File: src/rtl/cdb_arbiter.sv
// cdb_arbiter -- round-robin arbiter driving the registered Common Data Bus.
//
// Each functional unit presents one finished result (tag + value). At most
// one result is granted per cycle and is broadcast on the CDB one cycle later.
// A tag of 0 means "no producer". Such a result is still granted so that the
// unit drains, but it is not broadcast. Instead it raises err_tag0.
//
// Ports:
//   Clock, Reset   rising-edge clock, synchronous active-high reset
//   req            per-unit result-pending flags
//   req_tag        packed tags, unit i at [i*TAG_W +: TAG_W]
//   req_data       packed values, unit i at [i*DATA_W +: DATA_W]
//   hold           consumer stall; no grant while high
//   grant          combinational one-hot acknowledge
//   cdb_valid/tag/data  registered broadcast
//   err_tag0       registered pulse: granted request carried tag 0
//   conflict_cnt   (CDB_STATS_EN only) saturating count of contended cycles
//
// Optional feature macro: CDB_STATS_EN
module cdb_arbiter #(
  parameter int NREQ   = 3,
  parameter int DATA_W = 16,
  parameter int TAG_W  = 3
) (
  input  logic                   Clock,
  input  logic                   Reset,
  input  logic [NREQ-1:0]        req,
  input  logic [NREQ*TAG_W-1:0]  req_tag,
  input  logic [NREQ*DATA_W-1:0] req_data,
  input  logic                   hold,
  output logic [NREQ-1:0]        grant,
  output logic                   cdb_valid,
  output logic [TAG_W-1:0]       cdb_tag,
  output logic [DATA_W-1:0]      cdb_data,
`ifdef CDB_STATS_EN
  output logic [15:0]            conflict_cnt,
`endif
  output logic                   err_tag0
);

  localparam int PTR_W = $clog2(NREQ);
  localparam logic [PTR_W:0] NREQ_W = (PTR_W+1)'(NREQ);
  localparam logic [PTR_W-1:0] LAST = PTR_W'(NREQ-1);

  logic [NREQ-1:0][TAG_W-1:0]  tag_v;
  logic [NREQ-1:0][DATA_W-1:0] data_v;
  assign tag_v  = req_tag;
  assign data_v = req_data;

  logic [PTR_W-1:0] rr_ptr, win;
  logic [PTR_W:0]   scan;
  logic             any;

  // Scan from rr_ptr upward, wrapping modulo NREQ. The first pending request wins.
  // scan carries one extra bit so rr_ptr+k can exceed NREQ-1 before the wrap.
  always_comb begin
    grant = '0;
    win   = '0;
    any   = 1'b0;
    scan  = '0;
    if (!Reset && !hold) begin
      for (int k = 0; k < NREQ; k++) begin
        scan = {1'b0, rr_ptr} + (PTR_W+1)'(k);
        if (scan >= NREQ_W) scan = scan - NREQ_W;
        if (!any && req[scan[PTR_W-1:0]]) begin
          grant[scan[PTR_W-1:0]] = 1'b1;
          win = scan[PTR_W-1:0];
          any = 1'b1;
        end
      end
    end
  end

  logic [TAG_W-1:0] win_tag;
  assign win_tag = tag_v[win];

  always_ff @(posedge Clock) begin
    if (Reset) begin
      rr_ptr    <= '0;
      cdb_valid <= 1'b0;
      cdb_tag   <= '0;
      cdb_data  <= '0;
      err_tag0  <= 1'b0;
    end else if (any) begin
      cdb_valid <= (win_tag != '0);
      err_tag0  <= (win_tag == '0);
      cdb_tag   <= win_tag;
      cdb_data  <= data_v[win];
      rr_ptr    <= (win == LAST) ? '0 : win + PTR_W'(1);
    end else begin
      // The tag and data registers keep their last values. Only the strobes drop.
      cdb_valid <= 1'b0;
      err_tag0  <= 1'b0;
    end
  end

`ifdef CDB_STATS_EN
  // More than one bit is set exactly when clearing the lowest set bit leaves something behind.
  logic multi;
  assign multi = |(req & (req - NREQ'(1)));

  always_ff @(posedge Clock) begin
    if (Reset)
      conflict_cnt <= '0;
    else if (!hold && multi && conflict_cnt != 16'hFFFF)
      conflict_cnt <= conflict_cnt + 16'd1;
  end
`endif

endmodule

File: config.mk
export PLATFORM = sky130hd
export DESIGN_NAME = cdb_arbiter
export DESIGN_NICKNAME = d
export VERILOG_FILES = /design/src/rtl/cdb_arbiter.sv
export SDC_FILE = /design/constraint.sdc
export NUM_CORES = 1
export LEC_CHECK = 0
export BUFFER_PORTS_ARGS = -buffer_cell sky130_fd_sc_hd__buf_4
export CORE_UTILIZATION = 46
export DETAILED_ROUTE_END_ITERATION = 12
export PLACE_DENSITY_LB_ADDON = 0.12
export SLEW_MARGIN = 20
export SYNTH_ARGS = -nofsm -noshare
export SYNTH_HDL_FRONTEND = slang
export SYNTH_SLANG_ARGS = --single-unit
File: constraint.sdc
create_clock -name Clock -period 7.1 [get_ports Clock]
set_input_delay 1.775 -clock Clock [delete_from_list [all_inputs] [get_ports Clock]]
set_output_delay 1.775 -clock Clock [all_outputs]
set_load 0.005 [all_outputs]
Word-level counts from Yosys, hierarchy flattened
Index checks and enable logic that the tools add are counted.

Word-level logic and storage cells: 77. Output and inout bits: 24. Bits in writable memories: 0. Bits in registers: 23. Bits in read-only memories: 0. Latch bits: 0. Memories kept: 0.

Multiplexer cells: 39. Multiply operators: 0. $add $sub $neg: 6. Bitwise gates (word level): 3. Magnitude comparators: 10. Shift operators: 0. Divide/modulo/power cells: 0. Equality and inequality tests: 1. Reductions and logical operators: 13.

Operator list (count): 16-bit binary-select mux with 2-bit select (1); 2-bit 2-to-1 mux (11); 3-bit 2-to-1 mux (7); 16-bit 2-to-1 mux (1); 2-bit by 3-bit < comparator with 1-bit output, second input constant (4); 1-bit 2-to-1 mux (12); 1-bit binary-select mux with 2-bit select (3); 3-bit binary-select mux with 2-bit select (1); 1-bit demux with 2-bit select (3); 2-bit by 1-bit greater-or-equal comparator with 1-bit output, second input constant (3); 3-bit by 2-bit greater-or-equal comparator with 1-bit output, second input constant (2); 1-bit logical AND (6); 3-bit bitwise OR (2); 2-bit subtractor, second input constant (3); 1-bit zero test (4); 2-bit by 1-bit adder with 3-bit output, second input constant (1); 2-bit by 2-bit adder with 3-bit output, second input constant (1); 3-bit zero test (1); 3-bit nonzero test (1); 2-bit by 1-bit adder with 2-bit output, second input constant (1); 2-bit == test, second input constant (1); 2-bit greater-or-equal comparator, second input constant (1); 2-bit OR reduction (1); 1-bit NOT (1).

Depth between registers and ports, before layout
Word-level depth: 18. Depth in mapped cells: 10.

Worst setup path before layout
Ideal clock, no wire load.

Path kind: input to output. From: input req[0]. To: output grant[2]. Data arrival time: 2.629 ns. Stages: 4. Path buffers: 0. Setup slack: 2.696 ns. Cell sequence: mux2_4 -> mux2_4 -> o31ai_1 -> a21oi_1.

Longest elaborated chain between the ends: 12. Elaborated cells on any way between the ends: 22. Classes of those cells: mux: 16; bitwise: 2; reduce/logical: 4.

Ends and longest elaborated chain: start, declared (RTL line 27) `input logic [NREQ-1:0] req,`; 1-bit binary-select mux with 2-bit select (RTL line 65) `if (!any && req[scan[PTR_W-1:0]]) begin`; 1-bit 2-to-1 mux (implied by the code) (RTL line 65); 1-bit 2-to-1 mux (RTL line 65); 1-bit 2-to-1 mux (RTL line 61) `if (!Reset && !hold) begin`; 1-bit zero test (RTL line 65); 1-bit logical AND (RTL line 65); 1-bit 2-to-1 mux (RTL line 65); 1-bit 2-to-1 mux (RTL line 61); 1-bit zero test (RTL line 65); 1-bit logical AND (RTL line 65); 3-bit 2-to-1 mux * (RTL line 65); 3-bit 2-to-1 mux * (RTL line 61); end, declared (RTL line 31) `output logic [NREQ-1:0] grant,`.

Every way passes the cells marked *; elsewhere a longest branch is shown, timed or not. The select of a mux whose other input is x is not followed.

Final worst setup path
From: input req[2]. To: output grant[0].

The elaborated chain is that of the path after synthesis.

==> metrics <==
Die Y=58.1 um; TritonRoute pass-1 iters=4; deepest clock path buffer count=2; final core occ=71.1%; fillers=276; H-tree depth reported by CTS=1; vias in the first global route=1436; Hold Crit Class=flop to flop; post-route ant nets=0; most instantiated library cell after synthesis=dfxtp_1; top cell type's share of synthesized area=31.8%; crit path kind=primary input to output port; global-route wire length before repair=5930 um; RD Place Congestion=0.863; vias per cell=5.32; Place WS=2350 ps; Fmax=211 MHz; Non-Filler Instances=288; skew final=11.7 ps; Post-CTS Setup Inserts=0; Hold Buf Count CTS=0; CTS tree=built; Die Span X=58.1 um; Pwr Density=203 mW/mm2; top cells by count, synth=dfxtp_1 (23), nor2_1 (19), o21ai_0 (19), nand3b_1 (12), a222oi_1 (9); share of flip-flops with an asynchronous set or reset=0%; clock sinks=23; synthesized area=0.00145 mm2; DRT iter0 DRCs=67; # rows=20; total gr overflow=0; min Tclk post-route=4730 ps; placed insts=283; Initial Util=47.9%; Max Cap Viol=0; Distinct cells, synth=36; # setup viols final=0; P_leak=0.932 nW; initial antenna violation count=0; Post-synth EDFFs=0; total wire length=3760 um; outcome=completed; endpoint class of the critical path=output port; Post-Synthesis Cells=163; routed vias=1531; Synthesized Nets=230; arrival time at the worst endpoint=2960 ps; largest net degree at the start of global routing=25; DP HPWL=2870 um; worst skew pair latency=310 ps; share of layout cells above drive strength 1=42.6%; Yosys warning count=0; slew margin rel.=42.6%; Slew @ Worst Pin=858 ps; Worst EP required=5330 ps; dominant cell type by area after synthesis=dfxtp_1; sequential area share after synthesis=31.8%; setup tns final=0 ps; Hold Vio Cnt, Final=0; crit share post-route=66.7%; GRT Total Usage=22.3%; main flop type after synthesis=dfxtp_1; Wirelength per Cell=13.1 um; Num CTS Buffers=3; DRC viols=0; Post-Syn Area per Cell=8.90 um2; Final Worst Setup Slack=2370 ps; area grow syn2layout=48.4%; I/O Buffers=86; Antenna diodes=0; IO Pins=87; unrepaired setup endpoints after global routing=no; Peak VDD IR=0.000103 V; #FFs+latches synth=23; Core Area=0.00303 mm2; final net count=312; maximum fanout along the worst path=6; most area-consuming cells after synthesis=dfxtp_1 (32%), mux2_4 (8.3%), o21ai_0 (6.6%); PostCTS Resize Cnt=0; Root Buffer=clkbuf_4; Worst Setup Start Kind=primary input; max-slew violations=0; die area=0.00338 mm2; clk slew on worst S/H paths=110 ps
-- worst max-delay path, stage by stage --
cell and delay (ps):
buf_4 120, mux2i_1 230, o21a_1 300, a21oi_1 100, a211oi_1 270, buf_4 150
-- final timing paths --
kind                     from     endpoint  slack [ps]  cells after the start
setup reg to reg    rr_ptr[1]  cdb_data[7]        3950                     10
setup / recovery       req[2]     grant[0]        2370                      6
hold / removal    cdb_data[0]  cdb_data[0]         500                      2
hold reg to reg   cdb_data[0]  cdb_data[0]         500                      2
-- cells in the final DEF (no fill, tap or decap), types with 2 or more instances in the layout --
| cell type | Yosys | layout |
|---|---|---|
| nor2b_1 | 8 | 8 |
| mux2_4 | 8 | 8 |
| o31ai_1 | 2 | 2 |
| mux2i_1 | 2 | 2 |
| o22ai_1 | 3 | 3 |
| o22a_1 | 3 | 3 |
| a21oi_1 | 4 | 4 |
| o21ai_0 | 19 | 19 |
| nand2b_1 | 3 | 3 |
| ha_1 | 4 | 4 |
| mux2_1 | 2 | 2 |
| nor2_1 | 19 | 18 |
| a31oi_1 | 3 | 3 |
| a211oi_1 | 8 | 8 |
| dfxtp_1 | 23 | 23 |
| inv_1 | 5 | 5 |
| buf_4 | 0 | 86 |
| a222oi_1 | 9 | 9 |
| nand3_1 | 2 | 2 |
| clkbuf_4 | 0 | 3 |
| nand3b_1 | 12 | 12 |
| nand2_1 | 2 | 2 |
-- sequential cells by signal, indices dropped and copies added, names as in the netlist --
register / flops
err_tag0: 1
cdb_valid: 1
rr_ptr: 2
cdb_data: 16
cdb_tag: 3
-- stage by stage --
| step | power [mW] | hold WS (ps) | instance area (um2) |
|---|---|---|---|
| floorplan | 0.298 | 479 | 1450 |
| global placement | 0.378 | 473 | 2110 |
| detailed placement | 0.380 | 480 | 2110 |
| CTS | 0.438 | 507 | 2140 |
| global route | 0.469 | 522 | 2150 |
| finish | 0.438 | 499 | 2150 |
-- cell type report --
class                   instances  area (um2)  area share [%]
flip-flops and latches         23         460            21.4
inverters                       5        18.8           0.872
clock buffers                   4        26.3            1.22
repair buffers                 87         657            30.5
multi-input cells             125         935            43.4
well taps                      44        55.1            2.56
-- per-layer routing --
layer / vias up / GRT usage [%] / wire, um
met5: - / 0 / 0
met4: 0 / 5.78 / 44
met3: 6 / 4.91 / 245
met2: 56 / 41.4 / 1880
met1: 695 / 25.6 / 1590
li1: 774 / - / -
-- power breakdown --
group / total (mW) / switching, mW / internal [mW] / leakage (nW)
Combinational: 0.218 / 0.106 / 0.112 / 0.729
Sequential: 0.160 / 0.0110 / 0.149 / 0.189
Clock: 0.0593 / 0.0374 / 0.0219 / 0.0150
-- kinds of logic (layout without fill, tap and decap cells) --
kind of cell             after synthesis  count (layout)  synth area share [%]
flip-flops                            23              23                  31.8
adder cells (fa/ha/maj)                4               4                  3.45
multiplexers                          14              14                  13.5
AND/OR/NAND/NOR                       50              50                  19.7
AO/OA/AOI/OAI                         57              57                  27.1
buffers and inverters                 15              96                  4.49
Power figures use the tool's default switching activity.
